### config.mk
export PLATFORM = sky130hd
export DESIGN_NAME = split_rr_chain_arb
export DESIGN_NICKNAME = d
export VERILOG_FILES = /design/src/rtl/split_rr_pkg.sv /design/src/rtl/split_rr_chain.sv /design/src/rtl/split_rr_chain_arb.sv
export SDC_FILE = /design/constraint.sdc
export NUM_CORES = 1
export LEC_CHECK = 0
export CORE_MARGIN = 2
export CORE_UTILIZATION = 38
export CTS_BUF_LIST = sky130_fd_sc_hd__clkbuf_4 sky130_fd_sc_hd__clkbuf_8
export DETAILED_ROUTE_END_ITERATION = 7
export PLACE_DENSITY = 0.65
export SYNTH_ARGS = -nofsm -noshare
export SYNTH_HDL_FRONTEND = slang
export SYNTH_HIERARCHICAL = 1
export SYNTH_SLANG_ARGS = --single-unit
### constraint.sdc
create_clock -name clk -period 4 [get_ports clk]
set_input_delay 1.2 -clock clk [delete_from_list [all_inputs] [get_ports clk]]
set_output_delay 1.2 -clock clk [all_outputs]
set_load 0.1 [all_outputs]
### src/rtl/split_rr_pkg.sv
// Shared types and helpers for the split-variable round-robin arbiter.
// Helpers work on 32-bit vectors; callers zero-extend narrower lanes.
package split_rr_pkg;

  localparam int MAX_LANES = 32;

  typedef struct packed {
    logic r;
    logic blk;
  } chain_lane_t;

  // Rotate right by amt within the low n bits, so bit amt lands in position 0.
  function automatic logic [31:0] rot_right(input logic [31:0] v,
                                            input logic [4:0] amt,
                                            input int n);
    logic [31:0] res;
    logic [4:0]  src;
    res = '0;
    for (int k = 0; k < MAX_LANES; k++) begin
      if (k < n) begin
        src = 5'((k + int'(amt)) % n);
        res[k] = v[src];
      end
    end
    return res;
  endfunction

  // Inverse of rot_right: position 0 goes back to bit amt.
  function automatic logic [31:0] rot_left(input logic [31:0] v,
                                           input logic [4:0] amt,
                                           input int n);
    logic [31:0] res;
    logic [4:0]  dst;
    res = '0;
    for (int k = 0; k < MAX_LANES; k++) begin
      if (k < n) begin
        dst = 5'((k + int'(amt)) % n);
        res[dst] = v[k];
      end
    end
    return res;
  endfunction

  function automatic logic [4:0] onehot_to_idx(input logic [31:0] v);
    logic [4:0] idx;
    idx = '0;
    for (int k = 0; k < MAX_LANES; k++) begin
      if (v[k]) idx = idx | 5'(k);
    end
    return idx;
  endfunction

endpackage

### src/rtl/split_rr_chain.sv
// Combinational priority chain in rotated lane order: the first requester
// at or after position 0 wins.
module split_rr_chain
  import split_rr_pkg::*;
#(
  parameter int NCH = 4
) (
  input  logic [NCH-1:0] rot,
  output logic [NCH-1:0] win
);

  // Each lane's blk depends on the previous lane of the same packed array.
  chain_lane_t [NCH-1:0] chain;

  always_comb begin
    chain = '0;
    win   = '0;
    for (int k = 0; k < NCH; k++) begin
      chain[k].r = rot[k];
    end
    chain[0].blk = 1'b0;
    for (int k = 1; k < NCH; k++) begin
      chain[k].blk = chain[k-1].blk | chain[k-1].r;
    end
    for (int k = 0; k < NCH; k++) begin
      win[k] = chain[k].r & ~chain[k].blk;
    end
  end

endmodule

### src/rtl/split_rr_chain_arb.sv
// Round-robin arbiter top: pointer, registered grant outputs and grant counter.
// Optional grant hold via `define SPLIT_RR_LOCK_EN (lock port ignored otherwise).
module split_rr_chain_arb
  import split_rr_pkg::*;
#(
  parameter  int NCH   = 4,
  parameter  int CNT_W = 8,
  localparam int IDX_W = $clog2(NCH)
) (
  input  logic             clk,
  input  logic             rst_n,
  input  logic             en,
  input  logic [NCH-1:0]   req,
  input  logic             lock,
  output logic [NCH-1:0]   gnt,
  output logic             gnt_vld,
  output logic [IDX_W-1:0] gnt_idx,
  output logic             any_req,
  output logic [CNT_W-1:0] gnt_cnt
);

  logic [IDX_W-1:0] ptr;
  logic [IDX_W-1:0] ptr_next;
  logic [IDX_W-1:0] win_idx;
  logic [NCH-1:0]   rot;
  logic [NCH-1:0]   win_rot;
  logic [NCH-1:0]   win;
  logic [31:0]      req_wide;
  logic [31:0]      rot_wide;
  logic [31:0]      win_wide;
  logic [4:0]       idx_wide;
  logic             hold;

  always_comb begin
    req_wide = '0;
    req_wide[NCH-1:0] = req;
    rot_wide = rot_right(req_wide, 5'(ptr), NCH);
    rot = rot_wide[NCH-1:0];
  end

  split_rr_chain #(.NCH(NCH)) u_chain (
    .rot (rot),
    .win (win_rot)
  );

  always_comb begin
    win_wide = '0;
    win_wide[NCH-1:0] = win_rot;
    win_wide = rot_left(win_wide, 5'(ptr), NCH);
    win = win_wide[NCH-1:0];
    idx_wide = onehot_to_idx(win_wide);
    win_idx = idx_wide[IDX_W-1:0];
    if (win_idx == IDX_W'(NCH - 1)) ptr_next = '0;
    else                            ptr_next = win_idx + 1'b1;
  end

`ifdef SPLIT_RR_LOCK_EN
  // A held grant re-issues the current lane only while it keeps requesting.
  assign hold = lock & en & gnt_vld & req[gnt_idx];
`else
  logic unused_lock;
  assign unused_lock = lock;
  assign hold = 1'b0;
`endif

  logic unused_wide;
  assign unused_wide = ^{rot_wide, win_wide, idx_wide};

  always_ff @(posedge clk or negedge rst_n) begin
    if (!rst_n) begin
      gnt     <= '0;
      gnt_vld <= 1'b0;
      gnt_idx <= '0;
      any_req <= 1'b0;
      gnt_cnt <= '0;
      ptr     <= '0;
    end else begin
      any_req <= |req;
      if (en && (|req)) begin
        gnt_vld <= 1'b1;
        if (!hold) begin
          gnt     <= win;
          gnt_idx <= win_idx;
          ptr     <= ptr_next;
          gnt_cnt <= gnt_cnt + 1'b1;
        end
      end else begin
        gnt     <= '0;
        gnt_vld <= 1'b0;
      end
    end
  end

endmodule
# --- Word-level counts from Yosys, hierarchy flattened ---
# Index checks and enable logic that the tools add are counted.
totals:
  register_bits: 18
  ramBits: 0
  output_inout_bits: 16
  inputBits: 8
  mem_bits_ro: 0
  wordCells: 97
  mem_count: 0
  latchBits: 0
classes:
  magnitude_cmp: 8
  n_eq_ne: 1
  div_mod_pow: 0
  shifts: 0
  n_addsub: 5
  bitwise_logic: 12
  n_reduce_logical: 9
  muxes: 56
  n_mul: 0
op_table:
  columns: ["operator", "count"]
  rows:
  - ["bitwise mux 32 bit", 3]
  - ["2-to-1 mux 5 bit", 12]
  - ["2-to-1 mux 4 bit", 10]
  - ["AND 32 x 4 -> 32 bit", 1]
  - ["less-than comparator 5 x 6 -> 1 bit (second input constant)", 3]
  - ["greater-or-equal comparator 5 x 1 -> 1 bit (second input constant)", 3]
  - ["2-to-1 mux 2 bit", 7]
  - ["2-to-1 mux 3 bit", 4]
  - ["2-to-1 mux 1 bit", 11]
  - ["binary-select mux 1 bit (select 3 bit)", 3]
  - ["demux 1 bit (select 3 bit)", 3]
  - ["adder 8 x 1 -> 8 bit (second input constant)", 1]
  - ["2-to-1 mux 8 bit", 1]
  - ["less-than comparator 2 x 6 -> 1 bit (second input constant)", 1]
  - ["OR reduction 2 bit", 3]
  - ["logical AND 1 bit", 5]
  - ["adder 2 bit (first input constant)", 2]
  - ["OR reduction 4 bit", 1]
  - ["AND 1 bit", 3]
  - ["AND 1 bit (first input constant)", 3]
  - ["NOT 1 bit", 3]
  - ["adder 1 x 2 -> 2 bit (first input constant)", 1]
  - ["adder 2 x 1 -> 2 bit (second input constant)", 1]
  - ["binary-select mux 1 bit (select 2 bit)", 1]
  - ["4 further kinds", 5]

# --- Depth between registers and ports, before layout ---
depth:
  word_depth: 43
  mapped_depth: 12
  depth_no_buf: 11

# --- By module ---
# Netlist, hierarchy kept.
by_module_without_submodules:
  columns: ["module", "cells_per_inst", "instances", "area_each_um2", "seq_area_each_um2"]
  rows:
  - ["split_rr_chain_arb", 94, 1, 1048.5, 450.4]
  - ["split_rr_chain", 4, 1, 36.3, 0.0]

# --- Least setup slack after synthesis ---
# Ideal clock, no wire load.
synth_timing:
  path_kind: "input to register"
  start: "in req[2]"
  end: "reg ptr[0]"
  cell_stages: 8
  arrival_ns: 2.901
  path_slack_ns: 0.978
  n_path_buf: 0
  setup_time_ns: 0.121
  required_time_ns: 3.879
  path_cell_list: "mux4_1 -> nor4b_2 -> and2_1 -> o21ai_0 -> nand2_1 -> ha_1 -> nor2_2 -> a32o_2"
synth_between:
  elab_chain_cells: 40
  elab_cells_between_ends: 56
  classes_between: "add/sub: 1; eq/ne: 1; mux: 43; bitwise: 9; reduce/logical: 2"
synth_lines:
  columns: ["item", "line_no", "rtl"]
  rows:
  - ["start, declared", "split_rr_chain_arb.sv:13", "input logic [NCH-1:0] req,"]
  - ["binary-select mux 1 bit (select 3 bit) / binary-select mux 1 bit (select 2 bit) (equally long branches)", "split_rr_pkg.sv:22", "res[k] = v[src];"]
  - ["2-to-1 mux 1 bit (not written as such)", "split_rr_pkg.sv:22", null]
  - ["OR 1 bit (2 in series)", "split_rr_chain.sv:23", "chain[k].blk = chain[k-1].blk | chain[k-1].r;"]
  - ["NOT 1 bit", "split_rr_chain.sv:26", "win[k] = chain[k].r & ~chain[k].blk;"]
  - ["AND 1 bit *", "split_rr_chain.sv:26", null]
  - ["via win_rot[3]", "split_rr_chain_arb.sv:26", "logic [NCH-1:0] win_rot;"]
  - ["bitwise mux 32 bit *", "split_rr_pkg.sv:38", "res[dst] = v[k];"]
  - ["2-to-1 mux 1 bit", "split_rr_pkg.sv:48", "if (v[k]) idx = idx | 5'(k);"]
  - ["(+14 left out)", null, null]
  - ["2-to-1 mux 5 bit (12 in series)", "split_rr_pkg.sv:48", null]
  - ["2-to-1 mux 1 bit", "split_rr_pkg.sv:48", null]
  - ["2-to-1 mux 2 bit", "split_rr_pkg.sv:48", null]
  - ["2-to-1 mux 2 bit *", "split_rr_pkg.sv:48", null]
  - ["via idx_wide[0]", "split_rr_chain_arb.sv:31", "logic [4:0] idx_wide;"]
  - ["adder 2 x 1 -> 2 bit / == test 2 bit (equally long branches)", "split_rr_chain_arb.sv:54, split_rr_chain_arb.sv:53", null]
  - ["2-to-1 mux 2 bit *", "split_rr_chain_arb.sv:53", "if (win_idx == IDX_W'(NCH - 1)) ptr_next = '0;"]
  - ["2-to-1 mux 2 bit *", "split_rr_chain_arb.sv:79", "if (en && (|req)) begin"]
  - ["end signal, assigned", "split_rr_chain_arb.sv:84", "ptr <= ptr_next;"]
  - ["end, declared", "split_rr_chain_arb.sv:22", "logic [IDX_W-1:0] ptr;"]
# The timed path passes the listed nets; every way through them passes the cells marked *. The select of a mux whose other input is x is not followed.
# A chain may end at the register's enable or synchronous reset.

# --- Worst setup path in the final report ---
layout_timing:
  start: "in req[1]"
  end: "reg ptr[0]"
layout_between:
  elab_cells_between_ends: 56
  classes_between: "add/sub: 1; eq/ne: 1; mux: 43; bitwise: 9; reduce/logical: 2"
layout_lines:
  columns: ["item", "line_no", "rtl"]
  rows:
  - ["binary-select mux 1 bit (select 2 bit) *", "split_rr_pkg.sv:22", null]
  - ["2-to-1 mux 1 bit (not written as such) *", "split_rr_pkg.sv:22", null]
  - ["via rot[0]", "split_rr_chain_arb.sv:25", "logic [NCH-1:0] rot;"]
  - ["OR 1 bit * (2 in series)", "split_rr_chain.sv:23", null]
  - ["NOT 1 bit *", "split_rr_chain.sv:26", null]
  - ["AND 1 bit *", "split_rr_chain.sv:26", null]
  - ["via win_rot[3]", "split_rr_chain_arb.sv:26", null]
  - ["bitwise mux 32 bit *", "split_rr_pkg.sv:38", null]
  - ["(+6 left out)", null, null]
  - ["2-to-1 mux 4 bit (8 in series)", "split_rr_pkg.sv:48", null]
  - ["2-to-1 mux 5 bit (12 in series)", "split_rr_pkg.sv:48", null]
  - ["2-to-1 mux 2 bit", "split_rr_pkg.sv:48", null]
  - ["2-to-1 mux 2 bit *", "split_rr_pkg.sv:48", null]
  - ["via idx_wide[1]", "split_rr_chain_arb.sv:31", null]
  - ["== test 2 bit *", "split_rr_chain_arb.sv:53", null]
  - ["2-to-1 mux 2 bit *", "split_rr_chain_arb.sv:53", null]
  - ["2-to-1 mux 2 bit *", "split_rr_chain_arb.sv:79", null]
# Marks and branches as above.

==> impl_metrics.ini <==
[cts]
cts_made_buffers = 3
postCtsSetupBuffers = 0
cts_resized = 0
clockBufferDepth = 2
cts_root_buf = clkbuf_4
holdBufCountCts = 0
cts_tree = built
htree_levels = 1
clk_pin_slew_ns = 0.10
clock-sinks = 18
clock_latency_ns = 0.29

[timing]
tns_ns = 0
finalSetupViolCount = 0
rsz0062_at_grt = no
hold_viol_final = 0
period_needed_ns = 3.56
maxSlewViolCount = 0
max_slew_margin_pct = 35.2
tightest_slew_ns = 0.969
whs_ns = 0.470
fin_skew_ns = 0.00486
post-route-period-util_pct = 89.0
setup_ws_ns = 0.441
max_freq_ghz = 0.281

[placement]
io_buffers = 22
dp_worst_setup_slack_ns = 0.155
dpl.hpwl_um = 1570
routabilityCongestion = 0.794

[layout]
antenna_cells = 0
fillers = 265
finalNetCount = 140
area_growth_pct = 26.3
drive_gt1_share_pct = 13.8

[die]
fp.coreArea_mm2 = 0.00273
die-area_mm2 = 0.00330
die_w_um = 57.4
io_pins = 24
rows = 19
start_util_pct = 39.7
die_h_um = 57.4

[yosys]
synth-simple-area-share_pct = 17.0
synth_top_area_share_pct = 41.5
synthMuxAreaShare_pct = 9.69
synth_fa_ha_area_share_pct = 9.23
synth-xor-area-share_pct = 5.65
synth_compound_area_share_pct = 13.5
yosys_warnings = 6
yosys.area.top_type = dfrtp_1
synth-seq-cells = 18
syn_inst = 98
synth_top_family_by_area = simple AND/OR/NAND/NOR gates
ys.flop_type = dfrtp_1
seq_area_frac_synth_pct = 41.5
synthArstFlopShare_pct = 100
synth_nets = 114
syn_avg_cell_area_um2 = 11.1
netlist_top_cells_area = dfrtp_1 (42%), mux4_1 (9.7%), ha_1 (9.2%)
synth_edf_count = 0
syn_area_mm2 = 0.00108
synth.distinct_cells = 30

[hold_path]
min_from = gnt_cnt[7]
hold_path_class = reg -> reg

[grt]
grt_pass1_vias = 777
grt_antenna_before_repair = 0
grt_util_all_layers_pct = 13.2
overflow = 0
grt_pass1_wl_um = 3490
grt_max_degree = 19

[flow_run]
cap_violations = 0

[setup_path]
cp.arrival_ns = 3.75
cp-startpoint = req[1]
r2r_start = ptr[0]
critical_path.top_delay_family = simple AND/OR/NAND/NOR gates
criticalPathCategory = in -> reg
crit_path_end_kind = register
timing.reg2reg.setup_slack_ns = 1.20
cp.buffers_inverters = 1
crit_slowest_cell = mux4_1
crit_fanout = 7
cpPeakStageDelay_ns = 0.68
worstPathCellList = clkdlybuf4s50_1, mux4_1, nor4b_2, and2_1, o21ai_1, nand2_1, ha_1, nor2_2, a32o_2
cp-start-kind = input port
required_ns = 4.19

[drt]
drt-wirelength-per-cell_um = 13.3
remaining_drc_errors = 0
via_count = 812
dr.first_iter.drc_count = 21
firstDrtPassIters = 4
vias_per_cell = 5.27
wl_um = 2050
antenna_left = 0

[outcome]
status = complete, no violations
-- metrics by stage --
step	instances	util, %	instance area (um2)
global placement	150	48.8	1330
global route	154	50.1	1370
floorplan	98	-	1080
finish	154	50.1	1370
CTS	154	50.1	1370
detailed placement	150	48.8	1330
-- logic make-up (layout without fill, tap and decap cells) --
| kind of cell | count (synthesis) | in the layout |
|---|---|---|
| compound gates | 21 | 21 |
| simple gates | 33 | 33 |
| flops | 18 | 18 |
| mux | 4 | 4 |
| fa+ha+maj | 8 | 8 |
| buf+inv | 7 | 32 |
| xor+xnor | 7 | 7 |
-- layer usage --
layer / up-vias / routed length (um) / GRT usage, %
li1: 402 / - / -
met1: 383 / 934 / 16.4
met2: 25 / 1020 / 23.2
met3: 2 / 77 / 2.95
met4: 0 / 12 / 3.32
met5: - / 0 / 0
-- sequential cells by signal, summed over array words and instances (netlist names) --
register	count
gnt_idx	2
gnt_cnt	8
any_req	1
ptr	2
gnt_vld	1
gnt	4
-- area by class of cell --
class	count	area, um2	share of cell area, %
clock buffers	4	36.3	2.65
inverters	4	15.0	1.10
multi-input cells	73	597	43.6
flip-flops and latches	18	450	32.9
well taps	31	38.8	2.83
repair buffers	24	233	17.0
-- cells in the final DEF, fill, tap and decap left out --
cell type and count:
o21ai_1 1, o21ai_0 7, mux4_1 4, a31oi_1 2, nor2_2 2, inv_1 3
dfrtp_1 18, a22oi_1 1, nand3_1 1, nor4_2 1, nor2_1 7, a21oi_1 5
ha_1 8, xor2_1 3, a211oi_1 3, xnor2_1 4, nand3_2 1, o41ai_4 1
nand2_1 13, nor4b_2 1, nor3b_1 1, buf_4 3, nor2b_1 1, nand4_2 1
clkdlybuf4s50_1 21, inv_2 1, and2_1 3, a32o_2 1, or4_2 1, clkbuf_8 1
clkbuf_4 3
-- worst reg2reg max path: stages (launching register included) --
cell and delay (ns):
dfrtp_1 0.55, inv_1 0.14, ha_1 0.33, mux4_1 0.33, nor4b_2 0.45, and2_1 0.18
o21ai_1 0.15, nand2_1 0.12, ha_1 0.15, nor2_2 0.04, a32o_2 0.25
-- worst paths after layout --
path / endpoint / cells after the start
worst max-delay path: ptr[0] / 9
worst min-delay path: gnt_cnt[7] / 1
worst max register to register: ptr[0] / 10
worst min register to register: gnt_cnt[7] / 1
max in group asynchronous: gnt_cnt[4] / 1
min in group asynchronous: gnt_cnt[5] / 1
-- synthesized netlist by cell type (2+ instances only) --
library cell,n
a211oi_1,3
ha_1,8
nand2_1,13
a21oi_1,5
o21ai_0,7
inv_1,3
xor2_1,3
nor2_2,2
nor2_1,7
mux4_1,4
xnor2_1,4
dfrtp_1,18
and2_1,3
a31oi_1,2
Power is left out: the tool's default activity adds up to more than one toggle a clock period on the data nets, which glitch-free logic cannot reach.
